## src/rtl/bubble_buffer_loader.sv

```systemverilog
// Bubble buffer loader: SPI-flash reader (cmd 0x03) that serializes bootloader/page bytes into D0/D1 buffer writes.
// Optional LOADER_PAD_EN: USER loads are framed by zero pad writes (6 before, 138 after the data).
module bubble_buffer_loader #(
    parameter int unsigned SPI_DIV   = 2,
    parameter logic [23:0] BOOT_BASE = 24'h000000,
    parameter logic [23:0] PAGE_BASE = 24'h001000
) (
    input  logic        MCLK,
    input  logic        nRESET,
    input  logic        LOADREQ,
    input  logic [2:0]  ACCTYPE,
    input  logic [11:0] ABSPOS,
    output logic        LOADBUSY,
    output logic        LOADDONE,
    output logic        nCS,
    output logic        SCLK,
    output logic        MOSI,
    input  logic        MISO,
    output logic [14:0] BUFWRADDR,
    output logic        BUFWRCLK,
    output logic        BUFWRDATA
);

`ifdef LOADER_PAD_EN
    localparam bit PAD_EN = 1'b1;
`else
    localparam bit PAD_EN = 1'b0;
`endif

    localparam int unsigned DIV_W = $clog2(SPI_DIV) + 1;
    localparam logic [DIV_W-1:0] DIV_LAST = DIV_W'(SPI_DIV - 1);
    localparam logic [14:0] BOOT_FIRST = 15'd4106;
    localparam logic [14:0] USER_FIRST = 15'd14342;
    localparam logic [14:0] PAD_FIRST  = 15'd14336;
    localparam logic [8:0]  BOOT_BYTES = 9'd480;
    localparam logic [8:0]  USER_BYTES = 9'd128;
    localparam logic [7:0]  PRE_LAST   = 8'd5;
    localparam logic [7:0]  POST_LAST  = 8'd137;

    typedef enum logic [2:0] {
        S_IDLE, S_PADPRE, S_CMD, S_RDBYTE, S_WRBITS, S_PADPOST, S_DONE
    } state_t;

    state_t            state, state_nxt;
    logic [DIV_W-1:0]  div_cnt, div_cnt_nxt;
    logic [4:0]        bit_cnt, bit_cnt_nxt;
    logic [31:0]       cmd_sr, cmd_sr_nxt;
    logic [7:0]        rx_sr, rx_sr_nxt;
    logic [8:0]        bytes_left, bytes_left_nxt;
    logic [1:0]        wr_phase, wr_phase_nxt;
    logic [7:0]        wr_cnt, wr_cnt_nxt;
    logic              is_user, is_user_nxt;
    logic              busy, busy_nxt;
    logic              done, done_nxt;
    logic              ncs, ncs_nxt;
    logic              sclk, sclk_nxt;
    logic              mosi, mosi_nxt;
    logic [14:0]       addr, addr_nxt;
    logic              wrclk, wrclk_nxt;
    logic              wrdata, wrdata_nxt;

    logic        req_ok;
    logic [23:0] flash_addr;
    logic        div_end;
    logic        wr_end;
    logic        in_write;

    assign req_ok     = LOADREQ && (ACCTYPE[2:1] == 2'b11);
    assign flash_addr = ACCTYPE[0] ? (PAGE_BASE + 24'({ABSPOS, 7'b0})) : BOOT_BASE;
    assign div_end    = (div_cnt == DIV_LAST);
    assign wr_end     = (wr_phase == 2'd2);
    assign in_write   = (state == S_PADPRE) || (state == S_WRBITS) || (state == S_PADPOST);

    // State and all registered outputs
    always_ff @(posedge MCLK or negedge nRESET) begin
        if (!nRESET) begin
            state      <= S_IDLE;
            div_cnt    <= '0;
            bit_cnt    <= '0;
            cmd_sr     <= '0;
            rx_sr      <= '0;
            bytes_left <= '0;
            wr_phase   <= '0;
            wr_cnt     <= '0;
            is_user    <= 1'b0;
            busy       <= 1'b0;
            done       <= 1'b0;
            ncs        <= 1'b1;
            sclk       <= 1'b0;
            mosi       <= 1'b0;
            addr       <= '0;
            wrclk      <= 1'b0;
            wrdata     <= 1'b0;
        end else begin
            state      <= state_nxt;
            div_cnt    <= div_cnt_nxt;
            bit_cnt    <= bit_cnt_nxt;
            cmd_sr     <= cmd_sr_nxt;
            rx_sr      <= rx_sr_nxt;
            bytes_left <= bytes_left_nxt;
            wr_phase   <= wr_phase_nxt;
            wr_cnt     <= wr_cnt_nxt;
            is_user    <= is_user_nxt;
            busy       <= busy_nxt;
            done       <= done_nxt;
            ncs        <= ncs_nxt;
            sclk       <= sclk_nxt;
            mosi       <= mosi_nxt;
            addr       <= addr_nxt;
            wrclk      <= wrclk_nxt;
            wrdata     <= wrdata_nxt;
        end
    end

    // Next-state and output decode
    always_comb begin
        state_nxt      = state;
        div_cnt_nxt    = div_cnt;
        bit_cnt_nxt    = bit_cnt;
        cmd_sr_nxt     = cmd_sr;
        rx_sr_nxt      = rx_sr;
        bytes_left_nxt = bytes_left;
        wr_phase_nxt   = wr_phase;
        wr_cnt_nxt     = wr_cnt;
        is_user_nxt    = is_user;
        busy_nxt       = busy;
        done_nxt       = 1'b0;
        ncs_nxt        = ncs;
        sclk_nxt       = sclk;
        mosi_nxt       = mosi;
        addr_nxt       = addr;
        wrclk_nxt      = wrclk;
        wrdata_nxt     = wrdata;

        // Write strobe phases 0 and 1 are common to data and pad writes
        if (in_write && !wr_end) begin
            wrclk_nxt    = (wr_phase == 2'd0);
            wr_phase_nxt = wr_phase + 2'd1;
        end

        case (state)
            S_IDLE: begin
                if (req_ok) begin
                    is_user_nxt    = ACCTYPE[0];
                    busy_nxt       = 1'b1;
                    cmd_sr_nxt     = {8'h03, flash_addr};
                    bytes_left_nxt = ACCTYPE[0] ? USER_BYTES : BOOT_BYTES;
                    if (PAD_EN && ACCTYPE[0]) begin
                        state_nxt    = S_PADPRE;
                        addr_nxt     = PAD_FIRST;
                        wr_phase_nxt = 2'd0;
                        wr_cnt_nxt   = '0;
                        wrdata_nxt   = 1'b0;
                    end else begin
                        state_nxt   = S_CMD;
                        addr_nxt    = ACCTYPE[0] ? USER_FIRST : BOOT_FIRST;
                        ncs_nxt     = 1'b0;
                        sclk_nxt    = 1'b0;
                        mosi_nxt    = 1'b0;
                        div_cnt_nxt = '0;
                        bit_cnt_nxt = '0;
                    end
                end
            end
            S_PADPRE: begin
                if (wr_end) begin
                    addr_nxt = addr + 15'd1;
                    if (wr_cnt == PRE_LAST) begin
                        state_nxt   = S_CMD;
                        ncs_nxt     = 1'b0;
                        sclk_nxt    = 1'b0;
                        mosi_nxt    = cmd_sr[31];
                        div_cnt_nxt = '0;
                        bit_cnt_nxt = '0;
                    end else begin
                        wr_cnt_nxt   = wr_cnt + 8'd1;
                        wr_phase_nxt = 2'd0;
                    end
                end
            end
            S_CMD: begin
                if (div_end) begin
                    div_cnt_nxt = '0;
                    sclk_nxt    = ~sclk;
                    // MOSI advances on the falling edge so it is stable at the next rise
                    if (sclk) begin
                        if (bit_cnt == 5'd31) begin
                            state_nxt   = S_RDBYTE;
                            bit_cnt_nxt = '0;
                            mosi_nxt    = 1'b0;
                        end else begin
                            cmd_sr_nxt  = {cmd_sr[30:0], 1'b0};
                            mosi_nxt    = cmd_sr[30];
                            bit_cnt_nxt = bit_cnt + 5'd1;
                        end
                    end
                end else begin
                    div_cnt_nxt = div_cnt + DIV_W'(1);
                end
            end
            S_RDBYTE: begin
                if (div_end) begin
                    div_cnt_nxt = '0;
                    if (!sclk) begin
                        sclk_nxt  = 1'b1;
                        rx_sr_nxt = {rx_sr[6:0], MISO};
                    end else begin
                        sclk_nxt = 1'b0;
                        if (bit_cnt == 5'd7) begin
                            state_nxt    = S_WRBITS;
                            wr_phase_nxt = 2'd0;
                            wr_cnt_nxt   = '0;
                            wrdata_nxt   = rx_sr[7];
                        end else begin
                            bit_cnt_nxt = bit_cnt + 5'd1;
                        end
                    end
                end else begin
                    div_cnt_nxt = div_cnt + DIV_W'(1);
                end
            end
            S_WRBITS: begin
                if (wr_end) begin
                    if (wr_cnt == 8'd7) begin
                        bytes_left_nxt = bytes_left - 9'd1;
                        if (bytes_left == 9'd1) begin
                            if (PAD_EN && is_user) begin
                                state_nxt    = S_PADPOST;
                                addr_nxt     = addr + 15'd1;
                                wr_cnt_nxt   = '0;
                                wr_phase_nxt = 2'd0;
                                wrdata_nxt   = 1'b0;
                            end else begin
                                state_nxt = S_DONE;
                            end
                        end else begin
                            state_nxt   = S_RDBYTE;
                            addr_nxt    = addr + 15'd1;
                            div_cnt_nxt = '0;
                            bit_cnt_nxt = '0;
                            sclk_nxt    = 1'b0;
                        end
                    end else begin
                        addr_nxt     = addr + 15'd1;
                        rx_sr_nxt    = {rx_sr[6:0], 1'b0};
                        wrdata_nxt   = rx_sr[6];
                        wr_cnt_nxt   = wr_cnt + 8'd1;
                        wr_phase_nxt = 2'd0;
                    end
                end
            end
            S_PADPOST: begin
                if (wr_end) begin
                    if (wr_cnt == POST_LAST) begin
                        state_nxt = S_DONE;
                    end else begin
                        addr_nxt     = addr + 15'd1;
                        wr_cnt_nxt   = wr_cnt + 8'd1;
                        wr_phase_nxt = 2'd0;
                    end
                end
            end
            S_DONE: begin
                ncs_nxt   = 1'b1;
                done_nxt  = 1'b1;
                busy_nxt  = 1'b0;
                state_nxt = S_IDLE;
            end
            default: state_nxt = S_IDLE;
        endcase
    end

    assign LOADBUSY  = busy;
    assign LOADDONE  = done;
    assign nCS       = ncs;
    assign SCLK      = sclk;
    assign MOSI      = mosi;
    assign BUFWRADDR = addr;
    assign BUFWRCLK  = wrclk;
    assign BUFWRDATA = wrdata;

endmodule

```

## config.mk

```make
export PLATFORM = sky130hd
export DESIGN_NAME = bubble_buffer_loader
export DESIGN_NICKNAME = d
export VERILOG_FILES = /design/src/rtl/bubble_buffer_loader.sv
export SDC_FILE = /design/constraint.sdc
export NUM_CORES = 1
export LEC_CHECK = 0
export CAP_MARGIN = 10
export CORE_ASPECT_RATIO = 1.75
export CORE_UTILIZATION = 25
export DETAILED_ROUTE_END_ITERATION = 16
export DONT_BUFFER_PORTS = 1
export PLACE_DENSITY_LB_ADDON = 0.3
export SLEW_MARGIN = 10
export SYNTH_ARGS = -nofsm -noshare
export SYNTH_HDL_FRONTEND = slang
export SYNTH_SLANG_ARGS = --single-unit
```

## constraint.sdc

```tcl
create_clock -name MCLK -period 2.7 [get_ports MCLK]
set_clock_uncertainty 0.05 [all_clocks]
set_input_delay 0.81 -clock MCLK [delete_from_list [all_inputs] [get_ports MCLK]]
set_output_delay 0.81 -clock MCLK [all_outputs]
set_load 0.02 [all_outputs]
```

Yosys cells after proc, flatten, opt, wreduce, memory -nomap -nowiden
Index checks and enable logic that the tools add are counted.
{ "op_classes": {"add_sub_neg": 7, "n_mul": 0, "div": 0, "magnitude_cmp": 0, "n_eq_ne": 36, "shifts": 0, "mux": 108, "bitwise": 1, "reduce_logical": 31} }
{ "op_table": {"columns": ["cell", "n"], "rows": [
  ["$mux W32", 4],
  ["$mux W15", 7],
  ["$mux W8", 13],
  ["$pmux W32 S2", 1],
  ["$mux W5", 12],
  ["$pmux W15 S4", 1],
  ["$mux W3", 14],
  ["$mux W9", 4],
  ["$mux W2", 17],
  ["$ne A2 B2 Y1 const B", 17],
  ["$pmux W8 S4", 1],
  ["$pmux W5 S5", 1],
  ["$mux W1", 21],
  ["$add A13 B19 Y20 const A", 1],
  ["$mux W20", 1],
  ["$pmux W3 S6", 1],
  ["$pmux W9 S2", 1],
  ["$eq A8 B3 Y1 const B", 2],
  ["$pmux W2 S4", 2],
  ["$pmux W8 S2", 1],
  ["$add A15 B1 Y15 const B", 1],
  ["$mux W14", 1],
  ["$reduce_and A7 Y1", 2],
  ["$reduce_and A13 Y1", 1],
  ["36 further kinds", 56]
]} }
{ "word_totals": {"register_bits": 91, "latchBits": 0, "ram_bits": 0, "mem_bits_ro": 0, "inputBits": 19, "word_cells": 199, "memories": 0} }

Logic depth before layout (Yosys ltp)
{ "depth": {"ltp_word": 9, "ltp_mapped": 9, "mapped_depth_nobuf": 8} }

Least setup slack after synthesis
No wires, ideal clock.
{ "synth_path": {"kind": "input -> register", "startpoint": "input LOADREQ", "endpoint": "register addr[7] (netlist: BUFWRADDR[7])", "setup_time_ns": 0.104, "arrival_ns": 2.053, "required_time_ns": 2.546, "setup_slack_ns": 0.494, "stages": 5, "cell_sequence": "nand3_1 a221o_1 o21ba_2 nand3_4 o41ai_2"} }
{ "synth_between": {"elab_chain_len": 3} }
{ "synth_lines": {"columns": ["item", "line", "text"], "rows": [
  ["from (decl)", "10", "input logic LOADREQ,"],
  ["$logic_and A1 B1 Y1", "68", "assign req_ok = LOADREQ && (ACCTYPE[2:1] == 2'b11);"],
  ["$ne A2 B2 Y1 (no source line)", null, null],
  ["$reduce_and A7 Y1 (no source line)", null, null],
  ["to (signal assigned)", "109", "addr <= addr_nxt;"],
  ["to (decl)", "58", "logic [14:0] addr, addr_nxt;"]
]} }
Every way passes these cells.
A chain may end at the register's enable or synchronous reset.

Worst setup path after layout
{ "layout_path": {"startpoint": "register state[0]", "endpoint": "register rx_sr[5]"} }
{ "layout_between": {"elab_chain_len": 3} }
{ "layout_lines": {"columns": ["item", "line", "text"], "rows": [
  ["from (decl)", "44", "state_t state, state_nxt;"],
  ["from (signal assigned)", "95", "state <= state_nxt;"],
  ["$eq A3 B2 Y1 / $eq A3 B3 Y1 (equally long branches)", "141", "case (state)"],
  ["$ne A2 B2 Y1 (no source line) / $reduce_bool A2 Y1 (equally long branches)", null, null],
  ["$reduce_and A5 Y1 (no source line)", null, null],
  ["to (signal assigned)", "99", "rx_sr <= rx_sr_nxt;"],
  ["to (decl)", "48", "logic [7:0] rx_sr, rx_sr_nxt;"]
]} }
Parallel ways exist; a longest one is shown, timed or not.

==> run metrics <==
Largest stage delay, worst path between 400 and 500 ps; cells along the critical path buf_4 -> nand3b_1 -> nor3_1 -> o21a_1 -> mux2_2; DR WL/cell around 16 um; number of enable flip-flop cells after synthesis 0; CTS tree built; Max Root-Sink Buffers 2; CP Capture Type flop; DRC viols 0; drt first-iter violations 163; initial core utilization 0.2552; FF-to-FF Start state[0]; hold crit path type in2async; Die Ht 184.2 um; Routed WL 12480 um; library cells used by synthesis 70; Final Util 0.2905; htree depth 3; GPL Wtd Cong between 0.8 and 0.9; Most used DFF post-synth dfrtp_1; CTS Root Cell clkbuf_16; Multi-input gate area 2451 um2; CTS Buf Count 9; Hold Fails Final Rpt 0; RSZ-0062 raised after global routing false; ys async rst share 1.000; setup TNS 0 ps; post-CTS setup buffer count 0; Simple-Gate Fraction of Synth Area 0.2351; worst reg2reg setup slack 310 ps; post-DP HPWL 9112 um; MaxCap Viol Count 0; CP Class reg2reg; Synth Area in Compound Gates 0.2034; Yosys top cell area share 0.4380; Remaining Overflow, GRT 0; CP max FO 13; vias per std cell 5.147; fmax around 420 MHz; flops & latches, synth between 80 and 90; synth warn 0; Cell Area, Synth 4742 um2; clock slew at reported path FFs roughly 60 ps; critical path required time between 2000 and 3000 ps; CP Buf/Inv Count 1; final period demand of the worst path 2387 ps; Ant. Diodes 0; critical path arrival 2560 ps; PwrDens around 1100 nW/um2; syn nets 538; gr usage total 0.1330; Via Count 3896; maximum vdd drop 0.3960 mV; filler cell count 1926; Adder-Cell Fraction of Synth Area 0.02639; R2R depth 5; number of global-route vias before repair 3901; endpoints failing setup 0; first-pass GRT wire length between 20000 and 25000 um; initial antenna violation count 0; Final Max Slew Viols 0; cts-stage hold buffer count 0; cell row count 66; r2r endpoint rx_sr[5]; outcome finished, final reports clean; die width 106.1 um; register area share after synthesis 0.4435; largest net degree at the start of global routing 85; TritonCTS Sinks 84; largest family of logic cells by synthesized area simple AND/OR/NAND/NOR gates; clk_lat worst skew 340 ps; port bufs 0; Crit path max-delay family simple AND/OR/NAND/NOR gates; xor and xnor area share after synthesis 0.02216; layout net count 543; P_leak 0.002242 uW; Worst Max-Slew Pin Slew 719.6 ps; fin crit share 0.8840; mux contribution to synthesized area 0.02982; die area 19540 um2; Synth area leader dfrtp_1; synth-to-layout area growth 13.83%; critical path's slowest cell dfrtp_1; Core Area ~19000 um2; syn avg cell area slightly above 9 um2; IO Count 41; layout cells sized above 1 0.1291; Post-Syn Instances roughly 510; DRT Pass-1 Iters 4; Worst path depth 5; Resize count post-CTS 0; Slew HR 0.5203; Final ANT Viol Nets 0; register area ~2100 um2; Startpoint Class flop; synth top area cells dfrtp_1, nand2_1, nand3_1
per-layer routing:
layer | routed length, um | share of wire | up-vias | GRT usage
li1 | - | - | 1884 | -
met1 | 4980 | 0.40 | 1935 | 0.1442
met2 | 6864 | 0.55 | 62 | 0.2481
met3 | 349 | 0.028 | 15 | 0.01556
met4 | 285 | 0.023 | 0 | 0.07111
met5 | 0 | 0 | - | 0
cell usage in the layout (no fill, tap or decap), drive strengths merged, types with 4 or more instances in the layout:
master,n
dfrtp,83
nand2,64
nor2,41
nand3,40
o21ai,28
a31oi,20
o31ai,20
inv,18
a21oi,17
buf,17
nor3,14
and3,10
ha,10
clkbuf,10
xor2,9
mux2,9
nand2b,6
o22a,6
o22ai,6
or2,5
o41ai,5
o211ai,5
and2,4
nand4,4
nor4,4
mux2i,4
nor3b,4
where the power goes:
| part | total, uW | leakage, uW | switching [uW] | internal (uW) |
|---|---|---|---|---|
| Combinational | 2520 | 0.000998 | 1560 | 954 |
| Sequential | 2170 | 0.00108 | 482 | 1690 |
| Clock | 1450 | 0.000169 | 518 | 929 |
synthesized netlist by cell type, types with 3 or more instances:
| master | number |
|---|---|
| xnor2_1 | 3 |
| o21ai_0 | 28 |
| nor2b_1 | 3 |
| inv_1 | 18 |
| nor2_1 | 41 |
| ha_1 | 10 |
| a21oi_1 | 17 |
| nand2_1 | 64 |
| o22ai_1 | 5 |
| and3_1 | 10 |
| dfrtp_1 | 83 |
| buf_4 | 3 |
| o22a_1 | 6 |
| mux2_2 | 9 |
| o31ai_1 | 20 |
| mux2i_1 | 4 |
| buf_2 | 6 |
| nand3_1 | 38 |
| xor2_1 | 9 |
| nand3b_1 | 3 |
| nand2b_1 | 6 |
| or2_2 | 4 |
| nor4_1 | 4 |
| o211ai_1 | 3 |
| nor3_1 | 13 |
| o41ai_1 | 3 |
| nand4_1 | 4 |
| or4_1 | 3 |
| and2_1 | 4 |
| clkbuf_1 | 12 |
| a31oi_1 | 20 |
cell families after synthesis:
kind of cell | count (synthesis)
xor gates and xnor gates | 12
muxes | 13
buffers and inverters | 41
DFF | 84
and+or+nand+nor | 215
AOI/OAI and AO/OA | 134
adders and majority gates | 10
area by class of cell:
| class | instances | area share |
|---|---|---|
| multi-input cells | 384 | 0.4541 |
| flip-flops and latches | 84 | 0.3897 |
| well taps | 238 | 0.05517 |
| clock buffers | 10 | 0.04427 |
| repair buffers | 17 | 0.02364 |
| clock inverters | 6 | 0.02063 |
| inverters | 18 | 0.01252 |
through the flow:
stage	power, uW	cells	worst slack (ps)	hold WS [ps]	cell area [um2]
CTS	6190	757	303.8	96.99	5398
global placement	4645	741	320.5	395.7	5047
finish	6137	757	313.1	109.9	5398
detailed placement	4726	741	278.0	405.9	5047
floorplan	4024	509	493.6	383.4	4742
global route	6569	757	205.5	96.68	5398
sequential cells by signal, summed over array words and instances (netlist names), 2 cells and up:
register	flops
cmd_sr	25
BUFWRADDR	15
bytes_left	9
rx_sr	8
wr_cnt	8
bit_cnt	5
state	3
div_cnt	2
wr_phase	2
worst max path at each step:
stage	from	to	slack (ps)
after CTS	state[0]	rx_sr[5]	300
after detailed placement	LOADREQ	BUFWRADDR[7]	280
after global placement	LOADREQ	BUFWRADDR[7]	320
after floorplan	LOADREQ	BUFWRADDR[7]	490
final	state[0]	rx_sr[5]	310
after global routing	wr_phase[0]	wr_cnt[7]	210
worst reg2reg max path, delay by kind of cell, from the launching register on:
kind	cells	cell delay, ps
simple gates	2	690
flops	1	490
compound gates	1	390
mux	1	380
buf+inv	1	260
Note: power is estimated with default switching activity, not from simulation.
